## config.mk

```make
export PLATFORM = sky130hd
export DESIGN_NAME = tt_um_serial_sum
export DESIGN_NICKNAME = d
export VERILOG_FILES = /design/src/rtl/tt_um_serial_sum.sv
export SDC_FILE = /design/constraint.sdc
export NUM_CORES = 1
export LEC_CHECK = 0
export CAP_MARGIN = 20
export CORE_MARGIN = 2
export CORE_UTILIZATION = 48
export DETAILED_ROUTE_END_ITERATION = 8
export PLACE_DENSITY_LB_ADDON = 0.12
export SKIP_CTS_REPAIR_TIMING = 1
export SLEW_MARGIN = 5
export SYNTH_ARGS = -nofsm -noshare
export SYNTH_HDL_FRONTEND = slang
export SYNTH_SLANG_ARGS = --single-unit
```

## constraint.sdc

```tcl
create_clock -name clk -period 3 [get_ports clk]
set_input_delay 0.3 -clock clk [delete_from_list [all_inputs] [get_ports clk]]
set_output_delay 0.3 -clock clk [all_outputs]
set_load 0.01 [all_outputs]
```

## src/rtl/tt_um_serial_sum.sv

```systemverilog
// Bit-serial WIDTH-bit adder tile: operands arrive LSB first, one bit per strobe,
// and the completed sum is presented in parallel. `SERIAL_SUM_SYNC_EN adds a 2-flop input synchronizer.
module tt_um_serial_sum #(
    parameter int WIDTH = 8
) (
    input  logic       clk,
    input  logic       rst_n,
    input  logic       ena,
    input  logic [7:0] ui_in,
    output logic [7:0] uo_out,
    input  logic [7:0] uio_in,
    output logic [7:0] uio_out,
    output logic [7:0] uio_oe
);

    typedef enum logic [1:0] {IDLE, SHIFT, DONE} state_t;

    // Field order matches ui_in[3:0]: a_bit is bit 0, clear is bit 3.
    typedef struct packed {
        logic clear;
        logic strobe;
        logic b_bit;
        logic a_bit;
    } ctrl_t;

    ctrl_t            in_pre;
    ctrl_t            s0_q, s0_d;
    logic             s1_q, s1_d;
    state_t           state_q, state_d;
    logic [3:0]       count_q, count_d;
    logic             carry_q, carry_d;
    logic [WIDTH-1:0] shreg_q, shreg_d;
    logic [7:0]       uo_q, uo_d;
    logic             carry_out_q, carry_out_d;

    logic             strobe_edge;
    logic             step_cin, step_s, step_c;

`ifdef SERIAL_SUM_SYNC_EN
    logic [1:0][3:0] sync_q;

    always_ff @(posedge clk or negedge rst_n) begin
        if (!rst_n) sync_q <= '0;
        else        sync_q <= {sync_q[0], ui_in[3:0]};
    end

    assign in_pre = ctrl_t'(sync_q[1]);
`else
    assign in_pre = ctrl_t'(ui_in[3:0]);
`endif

    assign strobe_edge = s0_q.strobe & ~s1_q;

    // A new operation (from IDLE or DONE) ignores any carry left from the last one.
    assign step_cin = (state_q == SHIFT) ? carry_q : 1'b0;
    assign step_s   = s0_q.a_bit ^ s0_q.b_bit ^ step_cin;
    assign step_c   = (s0_q.a_bit & s0_q.b_bit) | (step_cin & (s0_q.a_bit ^ s0_q.b_bit));

    always_comb begin
        // NOTE: every _d gets a default first so no path leaves it unassigned (no latches).
        s0_d        = in_pre;
        s1_d        = s0_q.strobe;
        state_d     = state_q;
        count_d     = count_q;
        carry_d     = carry_q;
        shreg_d     = shreg_q;
        uo_d        = uo_q;
        carry_out_d = carry_out_q;

        if (s0_q.clear) begin
            state_d     = IDLE;
            count_d     = '0;
            carry_d     = 1'b0;
            shreg_d     = '0;
            uo_d        = '0;
            carry_out_d = 1'b0;
        end else if (strobe_edge) begin
            shreg_d = {step_s, shreg_q[WIDTH-1:1]};
            carry_d = step_c;
            state_d = SHIFT;
            if (state_q == SHIFT) count_d = count_q + 4'd1;
            else                  count_d = 4'd1;

            if (state_q == SHIFT && count_d == 4'(WIDTH)) begin
                state_d            = DONE;
                uo_d               = '0;
                uo_d[WIDTH-1:0]    = shreg_d;
                carry_out_d        = step_c;
            end
        end
    end

    always_ff @(posedge clk or negedge rst_n) begin
        if (!rst_n) begin
            s0_q        <= '0;
            s1_q        <= 1'b0;
            state_q     <= IDLE;
            count_q     <= '0;
            carry_q     <= 1'b0;
            shreg_q     <= '0;
            uo_q        <= '0;
            carry_out_q <= 1'b0;
        end else begin
            // NOTE: non-blocking so every flop samples pre-edge values regardless of order.
            s0_q        <= s0_d;
            s1_q        <= s1_d;
            state_q     <= state_d;
            count_q     <= count_d;
            carry_q     <= carry_d;
            shreg_q     <= shreg_d;
            uo_q        <= uo_d;
            carry_out_q <= carry_out_d;
        end
    end

    assign uo_out  = uo_q;
    assign uio_out = {5'b0, state_q == SHIFT, state_q == DONE, carry_out_q};
    assign uio_oe  = 8'h07;

    logic unused_inputs;
    assign unused_inputs = &{ena, ui_in[7:4], uio_in, 1'b0};

endmodule

```

==> results.py <==
metrics = {
    "sta": {
        "relSlewSlack_pct": 39.44,
        "max_freq_mhz": 519.2,
        "drv_slew": 0,
        "setup_ws_ns": 1.074,
        "fin_tns_setup_ns": 0,
        "setup_violations": 0,
        "final_hold_viol_count": 0,
        "min_period_ns": 1.926,
        "rsz0062_at_grt": "false",
        "fin_crit_sh_pct": 64.20,
        "fin_skew_ns": 0.01179,
        "tightest_slew_ns": 0.9019,
    },
    "placed_design": {
        "hpwl_um": 1627,
        "pre_cts_slack_ns": 1.135,
        "gp_congestion": 0.7854,
        "port_buffers": 16,
    },
    "critical_path": {
        "path_cells": "nand2b_1, nor4b_4, nand3_1, a21oi_1",
        "timing.rr.end": "carry_out_q",
        "cpMaxStageDelayCell": "nor4b_4",
        "critPathCaptureType": "flop",
        "crit_fanout": 13,
        "setup.worst_path.end": "carry_out_q",
        "slowest_delay_ns": 0.66,
        "rr_startpoint": "s1_q",
        "crit_arrival_ns": 2.18,
        "cp_data_required_time_ns": 3.25,
        "path_class": "reg -> reg",
        "startpoint_type": "flop",
        "rr_worst_depth": 4,
        "r2r_slack_ns": 1.07,
        "setup.worst_path.start": "s1_q",
    },
    "grt": {
        "first_global_vias": 894,
        "grt_overflow": 0,
        "grt_max_degree": 29,
        "grt_usage_pct": 16.68,
        "grt_pass1_wl_um": 4133,
        "antenna_found_initial": 0,
    },
    "finish": {
        "multi_input_area_um2": 528.0,
        "regArea_um2": 700.7,
        "final_common_cell": "dfrtp_1",
        "fillers": 233,
        "antenna_cells": 0,
        "final_cell_mix": "dfrtp_1 (28), a21oi_1 (18), nand2_1 (16), clkdlybuf4s50_1 (16), conb_1 (13)",
        "synthToLayoutAreaGrowth_pct": 12.01,
        "layout-drive-gt1-share_pct": 6.294,
        "nets": 165,
        "postLayoutCoreUtil_pct": 57.77,
    },
    "outcome": {
        "status": "complete, no violations",
    },
    "min_path": {
        "hp-class": "in -> async",
    },
    "synth": {
        "ys_seq_elements": 28,
        "syn_avg_cell_area_um2": 10.10,
        "yosysSeqAreaShare_pct": 53.38,
        "synth_flop_cell": "dfrtp_1",
        "synth_area_mm2": 0.001313,
        "synth_cell_types": 27,
        "synth-async-reset-ratio_pct": 100.0,
        "yosys_warnings": 0,
        "synthCells": 130,
        "synth-edff-count": 0,
    },
    "power": {
        "p_leak_nw": 0.6189,
        "clkPwrFrac_pct": 29.6,
        "p_comb_share_pct": 6.9,
        "internal_power_uw": 473.6,
        "swShare_pct": 23.73,
        "peakVddDrop_v": 0.0003074,
        "switchingPower_uw": 147.3,
        "p_total_uw": 621.0,
        "seqPwrFrac_pct": 63.5,
        "power.density_mw_per_mm2": 422.4,
    },
    "drt": {
        "via_per_inst": 5.335,
        "dr.first_iter.drc_count": 15,
        "routed_wl_um": 2391,
        "vias": 923,
        "wire_per_inst_um": 13.82,
        "ant_nets": 0,
        "drt-pass1-iter-count": 4,
        "drc": 0,
    },
    "clock_tree": {
        "cts_buffer_depth": 2,
        "cts_tree": "yes",
        "clkSlewWorstSetupHoldPaths_ns": 0.15,
        "clock_latency_ns": 0.33,
        "cts_max_level": 1,
        "cts-buffers-inserted": 3,
        "cts.sinks": 28,
        "root_buffer": "clkbuf_4",
    },
    "floorplan": {
        "core-area_mm2": 0.002545,
        "start_util_pct": 51.57,
        "ios": 43,
        "die-area_mm2": 0.003169,
        "row_count": 18,
        "die_w_um": 56.29,
        "die_y_um": 56.29,
    },
    "run": {
        "maxCapViolations": 0,
    },
}
[per-layer routing]
layer / track usage [%] / vias to the layer above / wire length, um
met1: 23.01 / 449 / 1125
met3: 2.765 / 4 / 105
met2: 27.06 / 31 / 1141
met4: 5.102 / 0 / 19
li1: - / 439 / -
met5: 0 / - / 0
[flip-flops by register name, summed over array words and instances (netlist names)]
name,cells
uo_out,8
shreg_q,7
count_q,4
s0_q,3
state_q,2
carry_out_q,1
carry_q,1
s1_d,1
s1_q,1
[cell families (layout without fill, tap and decap cells)]
group,count (synthesis),after routing,synth area share (%)
simple gates,44,44,18.49
compound gates,32,32,12.96
flops,28,28,53.38
buf+inv,19,21,9.532
xor+xnor,3,3,2.574
fa+ha+maj,2,2,2.478
other cells,2,13,0.5722
[critical path, delay by kind of cell (launching register included)]
kind             cells  cell delay [ns]
AO/OA/AOI/OAI        1             0.19
flip-flops           1             0.41
AND/OR/NAND/NOR      3             1.26
[area by class of cell]
type | instances | area share (%)
Sequential cell | 28 | 47.66
Multi-Input combinational cell | 94 | 35.91
Clock buffer | 4 | 2.468
Tap cell | 30 | 2.553
Timing Repair Buffer | 17 | 11.40
[synthesized netlist by cell type (2+ instances only)]
cell type | count | share of area [%]
a21oi_1 | 18 | 6.9
conb_1 | 2 | 0.57
o21ai_0 | 9 | 3.4
nor2b_1 | 3 | 1.4
clkbuf_1 | 4 | 1.1
nand3b_1 | 2 | 1.1
nor2_1 | 6 | 1.7
nand3_1 | 10 | 3.8
nand2_1 | 16 | 4.6
dfrtp_1 | 28 | 53
buf_4 | 14 | 8.0
a22oi_1 | 3 | 1.7
[power by group through the flow]
stage	clock [mW]	combinational [mW]	sequential [mW]
2_1_floorplan	0	0.0396	0.396
3_3_place_gp	0	0.0429	0.401
3_5_place_dp	0	0.0435	0.402
4_1_cts	0.189	0.0436	0.394
5_1_grt	0.209	0.0488	0.396
6_report	0.184	0.0428	0.395
[stage by stage]
step,instance area (um2),cells,hold slack (ns)
after floorplan,1354,141,0.004409
after global placement,1434,169,0.3952
after detailed placement,1434,169,0.4070
after CTS,1470,173,0.3287
after global routing,1470,173,0.3332
final,1470,173,0.3215
[how the worst min path moves through the flow]
stage | slack [ns] | start | cells after the start | endpoint
2_1_floorplan | 0.004 | rst_n | 0 | carry_out_q
3_3_place_gp | 0.40 | s1_d | 0 | s1_q
3_5_place_dp | 0.41 | s1_d | 0 | s1_q
4_1_cts | 0.33 | rst_n | 2 | uo_out[5]
5_1_grt | 0.33 | rst_n | 2 | carry_q
6_report | 0.32 | rst_n | 2 | state_q[1]
(Power assumes the default switching activity.)
